**src/rtl/spi_master_param.sv**
```systemverilog
// Parametrised full-duplex SPI master: one DATA_W-bit transfer per start request,
// runtime CPOL/CPHA, programmable SCK half-period and one-hot active-low chip selects.
module spi_master_param #(
    parameter int unsigned DATA_W = 8,
    parameter int unsigned NUM_CS = 2,
    parameter int unsigned DIV_W  = 8,
    localparam int unsigned CS_W  = (NUM_CS > 1) ? $clog2(NUM_CS) : 1
) (
    input  logic              clk,
    input  logic              rst_n,
    input  logic              start,
    input  logic [CS_W-1:0]   cs_sel,
    input  logic              cpol,
    input  logic              cpha,
    input  logic [DIV_W-1:0]  clk_div,
    input  logic [DATA_W-1:0] tx_data,
    output logic [DATA_W-1:0] rx_data,
    output logic              busy,
    output logic              done,
    output logic              sck_o,
    output logic              mosi_o,
    input  logic              miso_i,
    output logic [NUM_CS-1:0] cs_n_o
);

    localparam int unsigned EDGE_W = $clog2(2 * DATA_W + 1);
    localparam logic [EDGE_W-1:0] LAST_EDGE = EDGE_W'(2 * DATA_W - 1);

    typedef enum logic [1:0] {IDLE, SETUP, XFER, HOLD} state_e;

    state_e              state_q, state_d;
    logic [DIV_W-1:0]    cnt_q, cnt_d;
    logic [DIV_W-1:0]    div_q, div_d;
    logic [EDGE_W-1:0]   edge_q, edge_d;
    logic                cpol_q, cpol_d;
    logic                cpha_q, cpha_d;
    logic [DATA_W-1:0]   sh_q, sh_d;
    logic [DATA_W-1:0]   rx_sh_q, rx_sh_d;
    logic [DATA_W-1:0]   rx_q, rx_d;
    logic [NUM_CS-1:0]   cs_n_q, cs_n_d;
    logic                sck_q, sck_d;
    logic                mosi_q, mosi_d;
    logic                busy_q, busy_d;
    logic                done_q, done_d;
    logic [NUM_CS-1:0]   cs_dec;
    logic                half_end;
    logic                leading;

    // Out-of-range selects match no bit, so every chip select stays high.
    always_comb begin
        cs_dec = '1;
        for (int unsigned i = 0; i < NUM_CS; i++) begin
            if (cs_sel == CS_W'(i)) cs_dec[i] = 1'b0;
        end
    end

    assign half_end = (cnt_q == div_q);
    assign leading  = ~edge_q[0];

    always_ff @(posedge clk or negedge rst_n) begin
        if (!rst_n) begin
            state_q <= IDLE;
            cnt_q   <= '0;
            div_q   <= '0;
            edge_q  <= '0;
            cpol_q  <= 1'b0;
            cpha_q  <= 1'b0;
            sh_q    <= '0;
            rx_sh_q <= '0;
            rx_q    <= '0;
            cs_n_q  <= '1;
            sck_q   <= 1'b0;
            mosi_q  <= 1'b0;
            busy_q  <= 1'b0;
            done_q  <= 1'b0;
        end else begin
            state_q <= state_d;
            cnt_q   <= cnt_d;
            div_q   <= div_d;
            edge_q  <= edge_d;
            cpol_q  <= cpol_d;
            cpha_q  <= cpha_d;
            sh_q    <= sh_d;
            rx_sh_q <= rx_sh_d;
            rx_q    <= rx_d;
            cs_n_q  <= cs_n_d;
            sck_q   <= sck_d;
            mosi_q  <= mosi_d;
            busy_q  <= busy_d;
            done_q  <= done_d;
        end
    end

    always_comb begin
        state_d = state_q;
        cnt_d   = (state_q == IDLE || half_end) ? '0 : cnt_q + DIV_W'(1);
        div_d   = div_q;
        edge_d  = edge_q;
        cpol_d  = cpol_q;
        cpha_d  = cpha_q;
        sh_d    = sh_q;
        rx_sh_d = rx_sh_q;
        rx_d    = rx_q;
        cs_n_d  = cs_n_q;
        sck_d   = sck_q;
        mosi_d  = mosi_q;
        busy_d  = busy_q;
        done_d  = 1'b0;

        unique case (state_q)
            IDLE: begin
                if (start) begin
                    state_d = SETUP;
                    div_d   = clk_div;
                    cpol_d  = cpol;
                    cpha_d  = cpha;
                    sh_d    = tx_data;
                    rx_sh_d = '0;
                    edge_d  = '0;
                    cs_n_d  = cs_dec;
                    sck_d   = cpol;
                    busy_d  = 1'b1;
                    if (!cpha) mosi_d = tx_data[DATA_W-1];
                end
            end
            SETUP: begin
                if (half_end) state_d = XFER;
            end
            XFER: begin
                if (half_end) begin
                    edge_d = edge_q + EDGE_W'(1);
                    sck_d  = ~sck_q;
                    // CPHA selects which edge samples; the other edge launches data.
                    if (leading == cpha_q) begin
                        if (edge_q != LAST_EDGE) begin
                            mosi_d = cpha_q ? sh_q[DATA_W-1] : sh_q[DATA_W-2];
                            sh_d   = {sh_q[DATA_W-2:0], 1'b0};
                        end
                    end else begin
                        rx_sh_d = {rx_sh_q[DATA_W-2:0], miso_i};
                    end
                    if (edge_q == LAST_EDGE) begin
                        sck_d   = cpol_q;
                        state_d = HOLD;
                    end
                end
            end
            HOLD: begin
                if (half_end) begin
                    state_d = IDLE;
                    cs_n_d  = '1;
                    busy_d  = 1'b0;
                    done_d  = 1'b1;
                    rx_d    = rx_sh_q;
                    mosi_d  = 1'b0;
                end
            end
            default: state_d = IDLE;
        endcase
    end

    assign rx_data = rx_q;
    assign busy    = busy_q;
    assign done    = done_q;
    assign sck_o   = sck_q;
    assign mosi_o  = mosi_q;
    assign cs_n_o  = cs_n_q;

endmodule

```
**config.mk**
```make
export PLATFORM = sky130hd
export DESIGN_NAME = spi_master_param
export DESIGN_NICKNAME = d
export VERILOG_FILES = /design/src/rtl/spi_master_param.sv
export SDC_FILE = /design/constraint.sdc
export NUM_CORES = 1
export LEC_CHECK = 0
export BUFFER_PORTS_ARGS = -buffer_cell sky130_fd_sc_hd__buf_4
export CAP_MARGIN = 30
export CORE_MARGIN = 2
export CORE_UTILIZATION = 28
export CTS_CLUSTER_SIZE = 12
export DETAILED_ROUTE_END_ITERATION = 7
export GPL_TIMING_DRIVEN = 1
export PLACE_DENSITY = 0.45
export SLEW_MARGIN = 20
export SYNTH_ARGS = -nofsm -noshare
export SYNTH_HDL_FRONTEND = slang
export SYNTH_SLANG_ARGS = --single-unit
export TNS_END_PERCENT = 30
```
**constraint.sdc**
```tcl
create_clock -name clk -period 3.9 [get_ports clk]
set_input_delay 0.78 -clock clk [delete_from_list [all_inputs] [get_ports clk]]
set_output_delay 0.78 -clock clk [all_outputs]
set_load 0.02 [all_outputs]
```
==> summary.md, run 1 <==
| Metric | Value |
|---|---|
| Reg power frac | 41.0% |
| Initial DRC count | 118 |
| Synth Warn # | 0 |
| Worst-Skew Late Latency | 0.31 ns |
| All-Layer GR Usage | 12.4% |
| Largest family of logic cells by synthesized area | simple AND/OR/NAND/NOR gates |
| Count of pins over their slew limit | 0 |
| Gate power share | 41.2% |
| Chip width | 103 um |
| Gate Count Post-Synth | 261 |
| IO Port Bufs | 36 |
| Clock transition at path regs | 0.11 ns |
| IO Count | 37 |
| Main synth FF type | dfrtp_1 |
| Synth area leaders | dfrtp_1 (49%), mux2_2 (7.9%), ha_1 (3.7%) |
| Final Hold Viols | 0 |
| Post-Synth Simple-Gate Area | 15.3% |
| Post-route ant nets | 0 |
| Area Overhead vs Synth | 18.1% |
| Multi-input gate area | 0.00122 mm2 |
| Setup Buffers After CTS | 0 |
| Initial core utilization | 29.1% |
| Synthesized area | 0.00272 mm2 |
| Inst Count DP | 413 |
| Worst-margin pin slew | 0.787 ns |
| Pwr per Cell Area | 688 mW/mm2 |
| Final setup vio count | 0 |
| Nets | 322 |
| # rows | 35 |
| Vias in the first global route | 2071 |
| Post-Synth XOR/XNOR Area | 4.83% |
| TritonRoute pass-1 iters | 4 |
| Multiplexer share of the synthesized area | 9.39% |
| Total grt overflow | 0 |
| Clock sink count | 55 |
| Post-synthesis async set-or-reset flop share | 100% |
| CTS tree | yes |
| DR vias | 2005 |
| Crit path max fanout | 22 |
| Fill cells | 950 |
| Die Ht | 103 um |
| Fraction of layout cells with a size suffix above 1 | 24.0% |
| Critical Path Start Type | flip-flop |
| Post-CTS Hold Buffers | 0 |
| Top cell type's share of synthesized area | 48.8% |
| Setup slack, reg-to-reg | 1.32 ns |
| Synth unique cells | 41 |
| Die ar. | 0.0105 mm2 |
| Peak Freq | 0.387 GHz |
| H-tree depth | 2 |
| Antenna violations before repair | 0 |
| P_sw | 0.000851 W |
| Maximum root-to-sink buffer count | 2 |
| Ant diodes | 0 |
| Sw frac | 38.5% |
| Sequential area share after synthesis | 50.7% |
| Post-Syn Nets | 292 |
| Largest net degree at the start of global routing | 56 |
| RSZ-0062 raised after global routing | no |
| Post-Route WL | 6060 um |
| Pint | 0.00136 W |
| Worst Clk Skew | 0.00932 ns |
| P_leak | 1.40 nW |
| CTS root buf | clkbuf_8 |
| Clock power frac | 17.8% |
| Cell taking the most area after synthesis | dfrtp_1 |
| Crit Path Category | flip-flop to flip-flop |
| Critical Path AT | 2.77 ns |
| Pre-CTS WS | 1.36 ns |
| Via density | 4.76 |
| DRC Markers | 0 |
| Maxcap violations | 0 |
| Detail Placement HPWL | 4190 um |
| Relative slew slack | 47.4% |
| Outcome | finished clean |
| Storage cell area | 0.00138 mm2 |
| Clock buffer count from CTS | 5 |
| Worst EP required | 4.09 ns |
| Period Utilization, post-route | 66.2% |
| Core box area | 0.00933 mm2 |
| Final GP Congestion | 0.719 |
| Worst setup margin | 1.32 ns |
| Maximum vdd drop | 0.000250 V |
| Hold Crit Class | flip-flop to flip-flop |
| Compound-Gate Fraction of Synth Area | 11.8% |
| First-pass GRT wire length | 10100 um |
| Post-synth EDFFs | 0 |
| DR WL/cell | 14.4 um |
| Setup TNS | 0 ns |
| #FFs+latches synth | 55 |
| Area share of fa/ha/maj cells after synthesis | 3.68% |
| Non-Filler Instances | 421 |
| Min cycle time layout | 2.58 ns |
| Setup crit end kind | flip-flop |
| Post-CTS resize count | 0 |
| Avg Inst Size Synth | 10.4 um2 |
-- worst max-delay path, stage by stage, from the launching register on --
cell and delay (ns):
dfrtp_1 0.45, inv_1 0.11, ha_1 0.35, inv_1 0.38, nand3_1 0.66, o22ai_1 0.44
nor3_1 0.08
-- final cells by class --
type | count | share of cell area, %
sequential | 55 | 42.9
multi-input combinational | 178 | 38.2
timing repair buffer | 37 | 8.65
tap | 129 | 5.03
clock buffer | 5 | 2.14
inverter | 14 | 1.64
clock inverter | 3 | 1.44
-- state kept, by name (all words and copies together) (netlist names) --
register	count
state_q	2
cpol_q	1
busy	1
cnt_q	8
rx_sh_q	8
edge_q	5
done	1
cs_n_o	2
rx_data	8
mosi_o	1
div_q	8
cpha_q	1
sh_q	8
sck_o	1
-- logic make-up (layout without fill, tap and decap cells) --
family / Yosys count / count (layout)
buffers and inverters: 28 / 59
xor gates and xnor gates: 15 / 15
DFF: 55 / 55
muxes: 23 / 23
and+or+nand+nor: 83 / 83
adders and majority gates: 8 / 8
AOI/OAI and AO/OA: 49 / 49
-- power groups by stage --
stage          Combinational (W)  Clock [W]  Sequential [W]
5_1_grt                  0.00103   0.000438        0.000938
3_3_place_gp            0.000912          0        0.000915
6_report                0.000909   0.000393        0.000907
2_1_floorplan           0.000638          0        0.000936
4_1_cts                 0.000923   0.000411        0.000908
3_5_place_dp            0.000919          0        0.000921
-- layer usage --
layer,share of wire [%],global-route usage [%],wire length [um],up-vias
met4,0.91,3.08,55,0
met2,46,19.3,2800,39
li1,-,-,-,994
met5,0,0,0,-
met3,4.2,2.37,253,4
met1,49,17.8,2950,968
-- final timing paths --
kind                                          end  depth (start not counted)              startpoint
hold reg to reg                cnt_q[0]$_DFF_PN0_                          1      cnt_q[0]$_DFF_PN0_
min in group asynchronous  rx_data[6]$_DFFE_PN0P_                          1                   rst_n
hold / removal                 cnt_q[0]$_DFF_PN0_                          1      cnt_q[0]$_DFF_PN0_
max in group asynchronous        busy$_DFFE_PN0P_                          1                   rst_n
setup / recovery              sh_q[2]$_DFFE_PN0P_                          6  state_q[0]$_DFFE_PN0P_
setup reg to reg              sh_q[2]$_DFFE_PN0P_                          6  state_q[0]$_DFFE_PN0P_
-- metrics by stage --
step                instance area (um2)  total power [W]  hold slack, ns  utilization, %
floorplan                          2720          0.00157           0.465               -
global placement                   3100          0.00183           0.487            33.2
detailed placement                 3100          0.00184           0.495            33.2
CTS                                3210          0.00224           0.516            34.4
global route                       3210          0.00241           0.537            34.4
finish                             3210          0.00221           0.508            34.4
-- layout by cell type (no fill, tap or decap), drive strengths merged, types with 2 or more instances in the layout --
cell type  count
dfrtp         53
buf           37
nand2         21
mux2          20
nand3         16
o21ai         16
nor2          15
inv           15
nor3          11
xor2          10
o22ai          8
ha             8
nor4           7
nand2b         5
xnor2          5
clkbuf         5
a21oi          4
and3           3
mux2i          3
a31oi          3
o22a           3
nor2b          2
a22oi          2
a41oi          2
o211ai         2
o32ai          2
dfstp          2
-- synthesized netlist by cell type, types with 2 or more instances --
library cell and number:
xor2_1 10, nor2_1 15, clkbuf_1 12, nand3_1 16, a31oi_1 3, dfrtp_1 53, ha_1 8, nor4_2 2
xnor2_1 5, and3_1 3, dfstp_2 2, o22ai_1 8, a21oi_1 4, o32ai_1 2, nand2_1 20, nor4_1 5
nor2b_1 2, a22oi_1 2, o211ai_1 2, mux2i_1 3, o22a_1 3, o21ai_0 16, inv_1 14, nor3_1 11
nand2b_1 5, a41oi_1 2, mux2_2 19
No activity file was read; power rests on OpenSTA's default activity.
==> run 2, diff against run 1 <==
==> constraint.sdc (replaced) <==
create_clock -name clk -period 2.5 [get_ports clk]
set_input_delay 0.5 -clock clk [delete_from_list [all_inputs] [get_ports clk]]
set_output_delay 0.5 -clock clk [all_outputs]
set_load 0.02 [all_outputs]
==> summary.md, run 2 (same netlist as run 1, synthesis figures left out) <==
| Metric | Value |
|---|---|
| Final Hold Viols | 0 |
| DR WL/cell | 14.0 um |
| DR vias | 2039 |
| Period Utilization, post-route | 89.3% |
| Post-route ant nets | 0 |
| All-Layer GR Usage | 12.2% |
| Setup crit end kind | flip-flop |
| RSZ-0062 raised after global routing | no |
| Maxcap violations | 0 |
| Total grt overflow | 0 |
| Initial DRC count | 133 |
| CTS root buf | clkbuf_8 |
| Commonest non-fill, non-tap cell in the layout | dfrtp_1 |
| CTS tree | yes |
| Fraction of layout cells with a size suffix above 1 | 25.7% |
| Multi-input gate area | 0.00122 mm2 |
| DRC Markers | 0 |
| Detail Placement HPWL | 4300 um |
| Hold Crit Class | primary input to async pin |
| Die Ht | 103 um |
| Post-CTS resize count | 0 |
| Pre-CTS WS | 0.252 ns |
| Most frequent cells in the layout | dfrtp_1 (53), buf_4 (45), nand2_1 (20), mux2_2 (19) |
| H-tree depth | 2 |
| Setup Buffers After CTS | 0 |
| Maximum root-to-sink buffer count | 2 |
| Maximum vdd drop | 0.000431 V |
| Count of pins over their slew limit | 0 |
| Vias in the first global route | 1945 |
| Max stage delay on crit path | 0.46 ns |
| Clock buffer count from CTS | 5 |
| P_leak | 1.43 nW |
| IO Count | 37 |
| Finished layout cell area | 0.00325 mm2 |
| Area Overhead vs Synth | 19.6% |
| Die ar. | 0.0105 mm2 |
| IO Port Bufs | 36 |
| Setup TNS | 0 ns |
| Pwr per Cell Area | 1050 mW/mm2 |
| Final setup vio count | 0 |
| Worst setup margin | 0.268 ns |
| Ant diodes | 0 |
| Critical Path Start Type | flip-flop |
| First-pass GRT wire length | 10000 um |
| Clock sink count | 55 |
| TritonRoute pass-1 iters | 4 |
| Largest net degree at the start of global routing | 56 |
| Final GP Congestion | 0.736 |
| Outcome | finished clean |
| Via density | 4.75 |
| Initial core utilization | 29.1% |
| Chip width | 103 um |
| Antenna violations before repair | 0 |
| Worst EP required | 2.71 ns |
| Most used cell, CP | ha_1 |
| Post-Route WL | 6020 um |
| Storage cell area | 0.00138 mm2 |
| # rows | 35 |
| Core box area | 0.00933 mm2 |
| Worst-margin pin slew | 0.721 ns |
| Slowest cell on the critical path | dfrtp_1 |
| Critical Path AT | 2.44 ns |
| R2r startpoint | edge_q[0]$_DFFE_PN0P_ |
| Peak Freq | 0.448 GHz |
| Relative slew slack | 51.9% |
| Area after DPL | 0.00316 mm2 |
| Worst Clk Skew | 0.00575 ns |
| Crit path cell chain | ha_1 > and3_1 > ha_1 > o21ai_0 > nor2b_1 > o22ai_1 > a311oi_1 |
| Crit Path Category | flip-flop to flip-flop |
| Fill cells | 941 |
| Clock transition at path regs | 0.10 ns |
| Worst-Skew Late Latency | 0.30 ns |
| CP startpoint | edge_q[0]$_DFFE_PN0P_ |
| Crit path max fanout | 7 |
| Post-CTS Hold Buffers | 0 |
| Min cycle time layout | 2.23 ns |
| Nets | 330 |
-- run 2: cell types whose count changed in the layout (fill, tap and decap cells not counted), sizes merged --
cell      previous run  this run
buf                 37        45
bufinv               1         0
clkbuf               5         7
clkinv               0         1
clkinvlp             1         0
inv                 15        14
-- run 2: worst max-delay path: cells and delay by family, from the launching register on --
kind | cells | cell delay [ns]
AO/OA/AOI/OAI | 3 | 0.66
AND/OR/NAND/NOR | 2 | 0.55
adder cells (fa/ha/maj) | 2 | 0.47
flip-flops | 1 | 0.46
-- run 2: area by class of cell --
type                    count  share of cell area (%)
repair buffers             45                    10.4
well taps                 129                    4.97
flip-flops and latches     55                    42.4
clock inverters             1                   0.269
inverters                  14                    1.62
clock buffers               7                    2.66
multi-input cells         178                    37.7
-- run 2: through the flow --
stage / utilization [%] / total power [W] / hold WS, ns / cells
floorplan: - / 0.00246 / 0.204 / 261
global placement: 33.8 / 0.00294 / 0.493 / 421
detailed placement: 33.8 / 0.00295 / 0.499 / 421
CTS: 34.8 / 0.00348 / 0.273 / 429
global route: 34.8 / 0.00372 / 0.295 / 429
finish: 34.8 / 0.00343 / 0.240 / 429
-- run 2: where the power goes --
| group | internal (W) | total [W] | switching, W |
|---|---|---|---|
| logic | 0.000681 | 0.00149 | 0.000807 |
| clock network | 0.000228 | 0.000518 | 0.000290 |
| registers | 0.00119 | 0.00142 | 0.000227 |
| total | 0.00210 | 0.00343 | 0.00132 |
-- run 2: path summary, 6_finish.rpt --
| check | end | slack (ns) | cells past startpoint |
|---|---|---|---|
| setup / recovery | sh_q[5]$_DFFE_PN0P_ | 0.27 | 7 |
| hold / removal | rx_data[6]$_DFFE_PN0P_ | 0.24 | 1 |
| setup reg to reg | sh_q[5]$_DFFE_PN0P_ | 0.27 | 7 |
| hold reg to reg | cnt_q[0]$_DFF_PN0_ | 0.51 | 1 |
| max in group asynchronous | edge_q[0]$_DFFE_PN0P_ | 1.78 | 1 |
| min in group clk | div_q[4]$_DFFE_PN0P_ | 0.42 | 2 |
-- run 2: routing by layer --
metal  up-vias  routed length, um  GRT usage [%]
met3         4                192           2.31
li1       1004                  -              -
met4         0                 55           2.77
met1      1000               2960           17.4
met2        31               2810           19.2
met5         -                  0              0
